### config.mk
export PLATFORM = sky130hd
export DESIGN_NAME = syst_node_cplx
export DESIGN_NICKNAME = d
export VERILOG_FILES = /design/src/rtl/syst_node_pkg.sv /design/src/rtl/syst_node_cplx_mult.sv /design/src/rtl/syst_node_cplx.sv
export SDC_FILE = /design/constraint.sdc
export NUM_CORES = 2
export LEC_CHECK = 0
export BUFFER_PORTS_ARGS = -buffer_cell sky130_fd_sc_hd__buf_2
export CAP_MARGIN = 20
export CORE_MARGIN = 8
export CORE_UTILIZATION = 45
export DETAILED_ROUTE_END_ITERATION = 16
export PLACE_DENSITY = 0.7
export SLEW_MARGIN = 20
export SYNTH_ARGS = -nofsm -noshare
export SYNTH_HDL_FRONTEND = slang
export SYNTH_SLANG_ARGS = --single-unit
### constraint.sdc
create_clock -name clk -period 12.4 [get_ports clk]
set_input_delay 1.86 -clock clk [delete_from_list [all_inputs] [get_ports clk]]
set_output_delay 1.86 -clock clk [all_outputs]
set_load 0.005 [all_outputs]
### src/rtl/syst_node_pkg.sv
// syst_node_pkg: shared bounds, complex-pair type and width-generic saturation helpers
package syst_node_pkg;
  localparam int MUL_PIPE_MIN = 1;
  localparam int MUL_PIPE_MAX = 3;
  localparam int SAT_W = 128;
  typedef struct packed {
    logic signed [15:0] re;
    logic signed [15:0] im;
  } cplx_t;
  function automatic logic sat_ovf(input logic signed [SAT_W-1:0] v, input int w);
    logic signed [SAT_W-1:0] hi;
    hi = (128'sd1 <<< (w - 1)) - 128'sd1;
    return (v > hi) || (v < ~hi);
  endfunction
  function automatic logic signed [SAT_W-1:0] sat_val(input logic signed [SAT_W-1:0] v, input int w);
    logic signed [SAT_W-1:0] hi;
    hi = (128'sd1 <<< (w - 1)) - 128'sd1;
    return (v > hi) ? hi : (v < ~hi) ? ~hi : v;
  endfunction
endpackage

### src/rtl/syst_node_cplx_mult.sv
// cplx_mult_pipe: exact complex multiply with NP enable-gated stages and a delayed sideband
module cplx_mult_pipe
  import syst_node_pkg::*;
#(
  parameter int XW = 16,
  parameter int WW = 16,
  parameter int DW = 64,
  parameter int NP = 2,
  localparam int PW = XW + WW + 1
) (
  input  logic                 clk,
  input  logic                 arstn,
  input  logic                 enable,
  input  logic signed [XW-1:0] x_re,
  input  logic signed [XW-1:0] x_im,
  input  logic signed [WW-1:0] w_re,
  input  logic signed [WW-1:0] w_im,
  input  logic [DW-1:0]        side_i,
  input  logic                 valid_i,
  output logic signed [PW-1:0] p_re,
  output logic signed [PW-1:0] p_im,
  output logic [DW-1:0]        side_o,
  output logic                 valid_o
);
  localparam int NS = NP < MUL_PIPE_MIN ? MUL_PIPE_MIN : NP > MUL_PIPE_MAX ? MUL_PIPE_MAX : NP;
  logic signed [PW-1:0] xr, xi, wr, wi, re0, im0;
  logic signed [PW-1:0] re_q [NS];
  logic signed [PW-1:0] im_q [NS];
  logic [DW-1:0] sd_q [NS];
  logic [NS-1:0] v_q;
  assign xr = PW'(x_re);
  assign xi = PW'(x_im);
  assign wr = PW'(w_re);
  assign wi = PW'(w_im);
  assign re0 = xr * wr - xi * wi;
  assign im0 = xr * wi + xi * wr;
  always_ff @(posedge clk)
    if (!arstn) begin
      for (int i = 0; i < NS; i++) begin
        re_q[i] <= '0;
        im_q[i] <= '0;
        sd_q[i] <= '0;
        v_q[i] <= 1'b0;
      end
    end else if (enable) begin
      re_q[0] <= re0;
      im_q[0] <= im0;
      sd_q[0] <= side_i;
      v_q[0] <= valid_i;
      for (int i = 1; i < NS; i++) begin
        re_q[i] <= re_q[i-1];
        im_q[i] <= im_q[i-1];
        sd_q[i] <= sd_q[i-1];
        v_q[i] <= v_q[i-1];
      end
    end
  assign p_re = re_q[NS-1];
  assign p_im = im_q[NS-1];
  assign side_o = sd_q[NS-1];
  assign valid_o = v_q[NS-1];
endmodule

### src/rtl/syst_node_cplx.sv
// syst_node_cplx: systolic complex MAC node with shadow/active weight chain and saturating sum
module syst_node_cplx
  import syst_node_pkg::*;
#(
  parameter int W_WIDTH  = 16,
  parameter int X_WIDTH  = 16,
  parameter int SI_WIDTH = 32,
  parameter int SO_WIDTH = 32,
  parameter int MUL_PIPE = 2,
  parameter int SAT_EN   = 1
) (
  input  logic                       clk,
  input  logic                       arstn,
  input  logic                       enable,
  input  logic signed [W_WIDTH-1:0]  w_re_i,
  input  logic signed [W_WIDTH-1:0]  w_im_i,
  input  logic                       w_valid_i,
  input  logic                       w_swap,
  output logic signed [W_WIDTH-1:0]  w_re_o,
  output logic signed [W_WIDTH-1:0]  w_im_o,
  output logic                       w_valid_o,
  input  logic signed [X_WIDTH-1:0]  x_re_i,
  input  logic signed [X_WIDTH-1:0]  x_im_i,
  input  logic                       valid_x_i,
  input  logic signed [SI_WIDTH-1:0] psumm_re_i,
  input  logic signed [SI_WIDTH-1:0] psumm_im_i,
  input  logic                       valid_psumm_i,
  output logic signed [SO_WIDTH-1:0] psumm_re_o,
  output logic signed [SO_WIDTH-1:0] psumm_im_o,
  output logic                       valid_o,
  output logic signed [X_WIDTH-1:0]  x_re_o,
  output logic signed [X_WIDTH-1:0]  x_im_o,
  output logic                       valid_x_o,
  output logic                       sat_o,
  input  logic                       clr_sat
);
  localparam int PW = X_WIDTH + W_WIDTH + 1;
  logic signed [W_WIDTH-1:0] sh_re, sh_im, ac_re, ac_im;
  logic signed [PW-1:0] p_re, p_im;
  logic [2*SI_WIDTH-1:0] ps_d;
  logic mv, ovf;
  logic signed [SAT_W-1:0] s_re, s_im;
  logic signed [SO_WIDTH-1:0] r_re, r_im;
  cplx_mult_pipe #(.XW(X_WIDTH), .WW(W_WIDTH), .DW(2*SI_WIDTH), .NP(MUL_PIPE)) u_mult (
    .clk(clk), .arstn(arstn), .enable(enable),
    .x_re(x_re_i), .x_im(x_im_i), .w_re(ac_re), .w_im(ac_im),
    .side_i({psumm_re_i, psumm_im_i}), .valid_i(valid_x_i && valid_psumm_i),
    .p_re(p_re), .p_im(p_im), .side_o(ps_d), .valid_o(mv)
  );
  always_comb begin
    s_re = SAT_W'(p_re) + SAT_W'($signed(ps_d[2*SI_WIDTH-1:SI_WIDTH]));
    s_im = SAT_W'(p_im) + SAT_W'($signed(ps_d[SI_WIDTH-1:0]));
    r_re = SO_WIDTH'(SAT_EN != 0 ? sat_val(s_re, SO_WIDTH) : s_re);
    r_im = SO_WIDTH'(SAT_EN != 0 ? sat_val(s_im, SO_WIDTH) : s_im);
    ovf = (SAT_EN != 0) && (sat_ovf(s_re, SO_WIDTH) || sat_ovf(s_im, SO_WIDTH));
  end
  // weight chain runs free of enable; only the swap into active is gated
  always_ff @(posedge clk)
    if (!arstn) begin
      sh_re <= '0;
      sh_im <= '0;
      ac_re <= '0;
      ac_im <= '0;
      w_re_o <= '0;
      w_im_o <= '0;
      w_valid_o <= 1'b0;
    end else begin
      w_valid_o <= w_valid_i;
      if (w_valid_i) begin
        sh_re <= w_re_i;
        sh_im <= w_im_i;
        w_re_o <= sh_re;
        w_im_o <= sh_im;
      end
      if (w_swap && enable) begin
        ac_re <= sh_re;
        ac_im <= sh_im;
      end
    end
  always_ff @(posedge clk)
    if (!arstn) begin
      x_re_o <= '0;
      x_im_o <= '0;
      valid_x_o <= 1'b0;
      psumm_re_o <= '0;
      psumm_im_o <= '0;
      valid_o <= 1'b0;
      sat_o <= 1'b0;
    end else begin
      if (enable) begin
        x_re_o <= x_re_i;
        x_im_o <= x_im_i;
        valid_x_o <= valid_x_i;
        valid_o <= mv;
        if (mv) begin
          psumm_re_o <= r_re;
          psumm_im_o <= r_im;
        end
      end
      sat_o <= (enable && mv && ovf) ? 1'b1 : clr_sat ? 1'b0 : sat_o;
    end
endmodule

* Yosys cells after proc, flatten, opt, wreduce, memory -nomap -nowiden *
Memory sizes are Yosys's and may differ from the RTL's.
Cells that the tools add are included.

storage, ports and cells
  input bits = 136
  memories = 3
  word-level logic and storage cells = 61
  bits in writable memories = 260
  flip-flop bits (word level) = 198

operators by class
  order comparisons = 4
  $mul = 4
  bitwise logic cells = 6
  add/subtract/negate cells = 4
  reductions and logical operators = 9
  muxes and demuxes = 16

memories
  name         depth  width  rd ports  clocked after memory_dff  wr ports  RTL line                   text
  u_mult.sd_q  2      64     2         0                         2         syst_node_cplx_mult.sv:29  logic [DW-1:0] sd_q [NS];
  u_mult.im_q  2      33     2         0                         2         syst_node_cplx_mult.sv:28  logic signed [PW-1:0] im_q [NS];
  u_mult.re_q  2      33     2         0                         2         syst_node_cplx_mult.sv:27  logic signed [PW-1:0] re_q [NS];

operator list
  cell                                                   number
  two-way mux 33 bit                                     4
  multiplier 16 x 16 -> 32 bit                           4
  two-way mux 32 bit                                     4
  two-way mux 64 bit                                     2
  adder 33 x 32 -> 34 bit                                2
  > comparator 34 x 32 -> 1 bit (second input constant)  2
  < comparator 34 x 32 -> 1 bit (second input constant)  2
  adder 33 bit                                           1
  subtractor 33 bit                                      1
  two-way mux 1 bit                                      6
  bitwise OR 1 bit                                       6
  logical AND 1 bit                                      4
  logical OR 1 bit                                       3
  AND reduction 2 bit                                    1
  nonzero test 2 bit                                     1

* Longest topological paths before layout *
  word-level depth = 6
  depth in mapped cells = 35

* Cells and area by module *
From an unflattened synthesis, not the netlist that was laid out.

second synthesis, totals
  cells, all modules = 6299
  area total of the unflattened synthesis = 61890.6 µm²

modules (own cells, without submodules)
  module          sequential area each (µm²)  area each (µm²)  times used  cells an instance
  cplx_mult_pipe  7847.5                      50880.0          1           5032
  syst_node_cplx  3923.8                      11010.6          1           1267

* Worst setup path before layout *
OpenSTA, ideal clock, no wires.

  path type = input -> register
  start = input enable
  end = memory u_mult.im_q[0][0] (netlist name) (enable)
  data required time = 11.731 ns
  setup time = 0.669 ns
  buffers on the path = 2
  stages on the path = 3
  arrival time = 8.673 ns
  slack = 3.058 ns
  cells stage by stage = buf_1 > clkbuf_1 > nand2b_1

RTL lines
  element             RTL line                   text
  start: declaration  syst_node_cplx.sv:14       input logic enable,
  end: declaration    syst_node_cplx_mult.sv:28

==> flow_summary.ini <==
[status]
status = finished, final reports clean

[floorplanning]
ioPinCount = 268
dieArea_um2 = 151000
die_y_um = 388
rows = 136
die_x_um = 388
start_util_pct = 45.4
coreArea_um2 = 137000

[clock_tree]
cts_sinks = 458
cts.reportedPaths.clkPinSlew_ns = 0.06
htreeDepth = 2
insertion_delay_ns = 0.67
ctsHoldBuffers = 0
cts_setup_buffers = 0
cts-root-buf = clkbuf_16
cts_resized = 0
cts_buffer_depth = 3
cts_tree = yes
cts_buffers = 52

[setup_path]
worst_setup_path_end_kind = register
critPathMaxFanout = 33
worstPathRequired_ns = 12.92
reg2reg_depth = 31
cp.arrival_ns = 10.57
r2r_slack_ns = 3.26
path_class = in -> reg
r2r_start = ac_im[15]$_SDFFE_PN0P_
critPathLaunchType = input port
r2r-end = u_mult.im_q[0][30]$_SDFFCE_PN0P_

[power_and_ir_drop]
vdd_drop_max_uv = 96.7
power_density_nw_per_um2 = 79.7
p_total_uw = 5340
leakagePower_uw = 0.0341

[timing]
slew_violations = 0
hold_viol_final = 0
finalSetupTns_ns = 0
finalClockSkew_ns = 0.0431
fin_crit_ns = 10.06
whs_ns = 0.463
report.final.setup_viol = 0
max_clock_freq_mhz = 99.4
rsz0062_at_grt = no
period_share_pct = 81.1
relSlewSlack_pct = 24.6
max_slew.worst_pin.slew_ns = 1.12

[global_route]
grt_usage_pct = 20.6
antenna_found_initial = 7
grt_max_degree = 242
grt_pass1_vias = 47400
overflow = 0
grt_pass1_wl_um = 254000

[place]
routabilityCongestion = 0.883
io_buffers = 267
dp.cells = 8364
dp_hpwl_um = 119000
dpl_cell_area_um2 = 65300

[synthesis]
avgSynthCellArea_um2 = 9.52
ys.flop_type = edfxtp_1
synth_cell_type_count = 83
synth_area_leaders = fa_1 34%, edfxtp_1 13%, ha_1 9.2%
netlist_area_um2 = 62400
synth_edf_count = 260
synth_seq_area_share_pct = 18.9
synth-seq-cells = 458
syn_inst = 6556
yosys.area.top_type_share_pct = 33.8
yosys.area.top_type = fa_1
syn_nets = 8202
async_flop_share_pct = 0
yosysWarnings = 0

[routing]
drtAntennaViolNets = 0
vias_per_cell = 5.33
vias = 45100
wl_met3_um = 11400
routedWlPerCell_um = 18.3
drc = 0
drt_iter0_drc = 3151
top_layer = met5
met2_length_um = 69200
wirelength_um = 155000
met1_length_um = 70100
first_pass_iters = 6

[cells_and_area]
fin_cells = 8466
area_delta_synth_final_pct = 7.42
layout.cells.most_common = inv_1
final_cell_mix = 1218 x inv_1, 1052 x fa_1, 667 x nand2_1, 494 x and2_1, 458 x ha_1
drive_above_1_share_pct = 6.90
nets = 8270
stdcell_area_um2 = 67000
n_fill_cell = 12600

[worst_hold_path]
hold_depth = 2
hold_path_class = reg -> reg
hp-start = psumm_im_o[0]$_SDFFE_PN0P_
hold_end = psumm_im_o[0]$_SDFFE_PN0P_

[flow_run]
cap_violations = 0
==> cells by family (layout without fill, tap and decap cells) <==
logic type      after synthesis  in the layout  synth area share [%]
simple gates               1901           1901                  15.4
buf+inv                    1531           1642                  9.27
fa+ha+maj                  1510           1510                  42.9
compound gates              814            814                  8.48
flops                       458            458                  18.9
xor+xnor                    240            240                  3.38
mux                         102            102                  1.64
other cells                   0              5                     0
==> state kept, by name (all words and copies together) (netlist names), 32 cells and up <==
| name | cells |
|---|---|
| psumm_re_o | 32 |
| psumm_im_o | 32 |
| u_mult.im_q | 66 |
| u_mult.re_q | 66 |
| u_mult.sd_q | 128 |
==> worst max path at each step <==
stage / startpoint / end / cells after the start
floorplan: enable / u_mult.im_q[0][0]$_SDFFCE_PN0P_ / 3
CTS: x_re_i[15] / u_mult.re_q[0][31]$_SDFFCE_PN0P_ / 26
global route: x_re_i[15] / u_mult.re_q[0][31]$_SDFFCE_PN0P_ / 26
global placement: x_re_i[9] / u_mult.re_q[0][32]$_SDFFCE_PN0P_ / 30
finish: x_re_i[15] / u_mult.re_q[0][31]$_SDFFCE_PN0P_ / 26
detailed placement: x_re_i[15] / u_mult.re_q[0][31]$_SDFFCE_PN0P_ / 26
==> critical path, cell delays in order <==
cell and delay, ns:
buf_2 0.56, nand2_1 0.20, inv_1 0.17, fa_1 0.51, inv_1 0.17, fa_1 0.41, inv_1 0.33, fa_1 0.51
fa_1 0.57, fa_1 0.43, fa_1 0.47, ha_1 0.40, inv_1 0.08, nor3_1 0.41, nand3_1 0.13, a211oi_1 0.53
nor4b_1 0.20, o31ai_1 0.47, nor2_1 0.18, ha_1 0.41, nand2_1 0.11, nor3_1 0.24, or4b_1 0.49, a31o_2 0.27
a31oi_1 0.20, mux2i_1 0.21
==> per-stage QoR <==
step	util, %	setup WS, ns
floorplan	-	3.06
global placement	47.5	1.96
detailed placement	47.5	1.80
CTS	48.7	2.50
global route	48.7	1.89
finish	48.7	2.34
==> per-layer routing <==
| metal | up-vias | track usage [%] |
|---|---|---|
| met3 | 194 | 3.41 |
| met4 | 4 | 5.73 |
| met5 | - | 0 |
| met1 | 22800 | 29.3 |
| met2 | 1513 | 32.7 |
| li1 | 20600 | - |
==> power breakdown <==
part | internal [uW] | leakage [uW] | switching (uW) | total [uW]
clock | 909 | 0.000844 | 676 | 1580
sequential | 1750 | 0.00447 | 69.0 | 1820
combinational | 764 | 0.0288 | 1180 | 1950
==> cells in the mapped netlist, types with 16 or more instances <==
cell      instances
o21a_1           44
nand4_1          16
nor2b_1         121
nand2_1         669
xor2_1           70
a211oi_1         21
nand2b_1         46
dfxtp_1         198
inv_1          1218
nor3_1           39
and3_1          215
a31oi_1          23
a21boi_0         42
a21oi_1         219
and2_1          497
o31ai_1          18
edfxtp_1        260
nor2_1          224
a21oi_2          21
nand3_1          35
a21o_1          115
xnor2_1         169
o21ai_0         161
o21bai_1         36
fa_1           1052
ha_1            458
clkbuf_1        301
mux2i_1         101
==> cell type report <==
class	instances	area, um2	area share (%)
multi-input combinational	4567	44900	66.9
sequential	458	11800	17.6
antenna	5	12.5	0.0187
timing repair buffer	327	1820	2.72
clock buffer	75	1450	2.16
clock inverter	22	297	0.442
tap	1794	2240	3.35
inverter	1218	4570	6.82
Power figures use the tool's default switching activity.
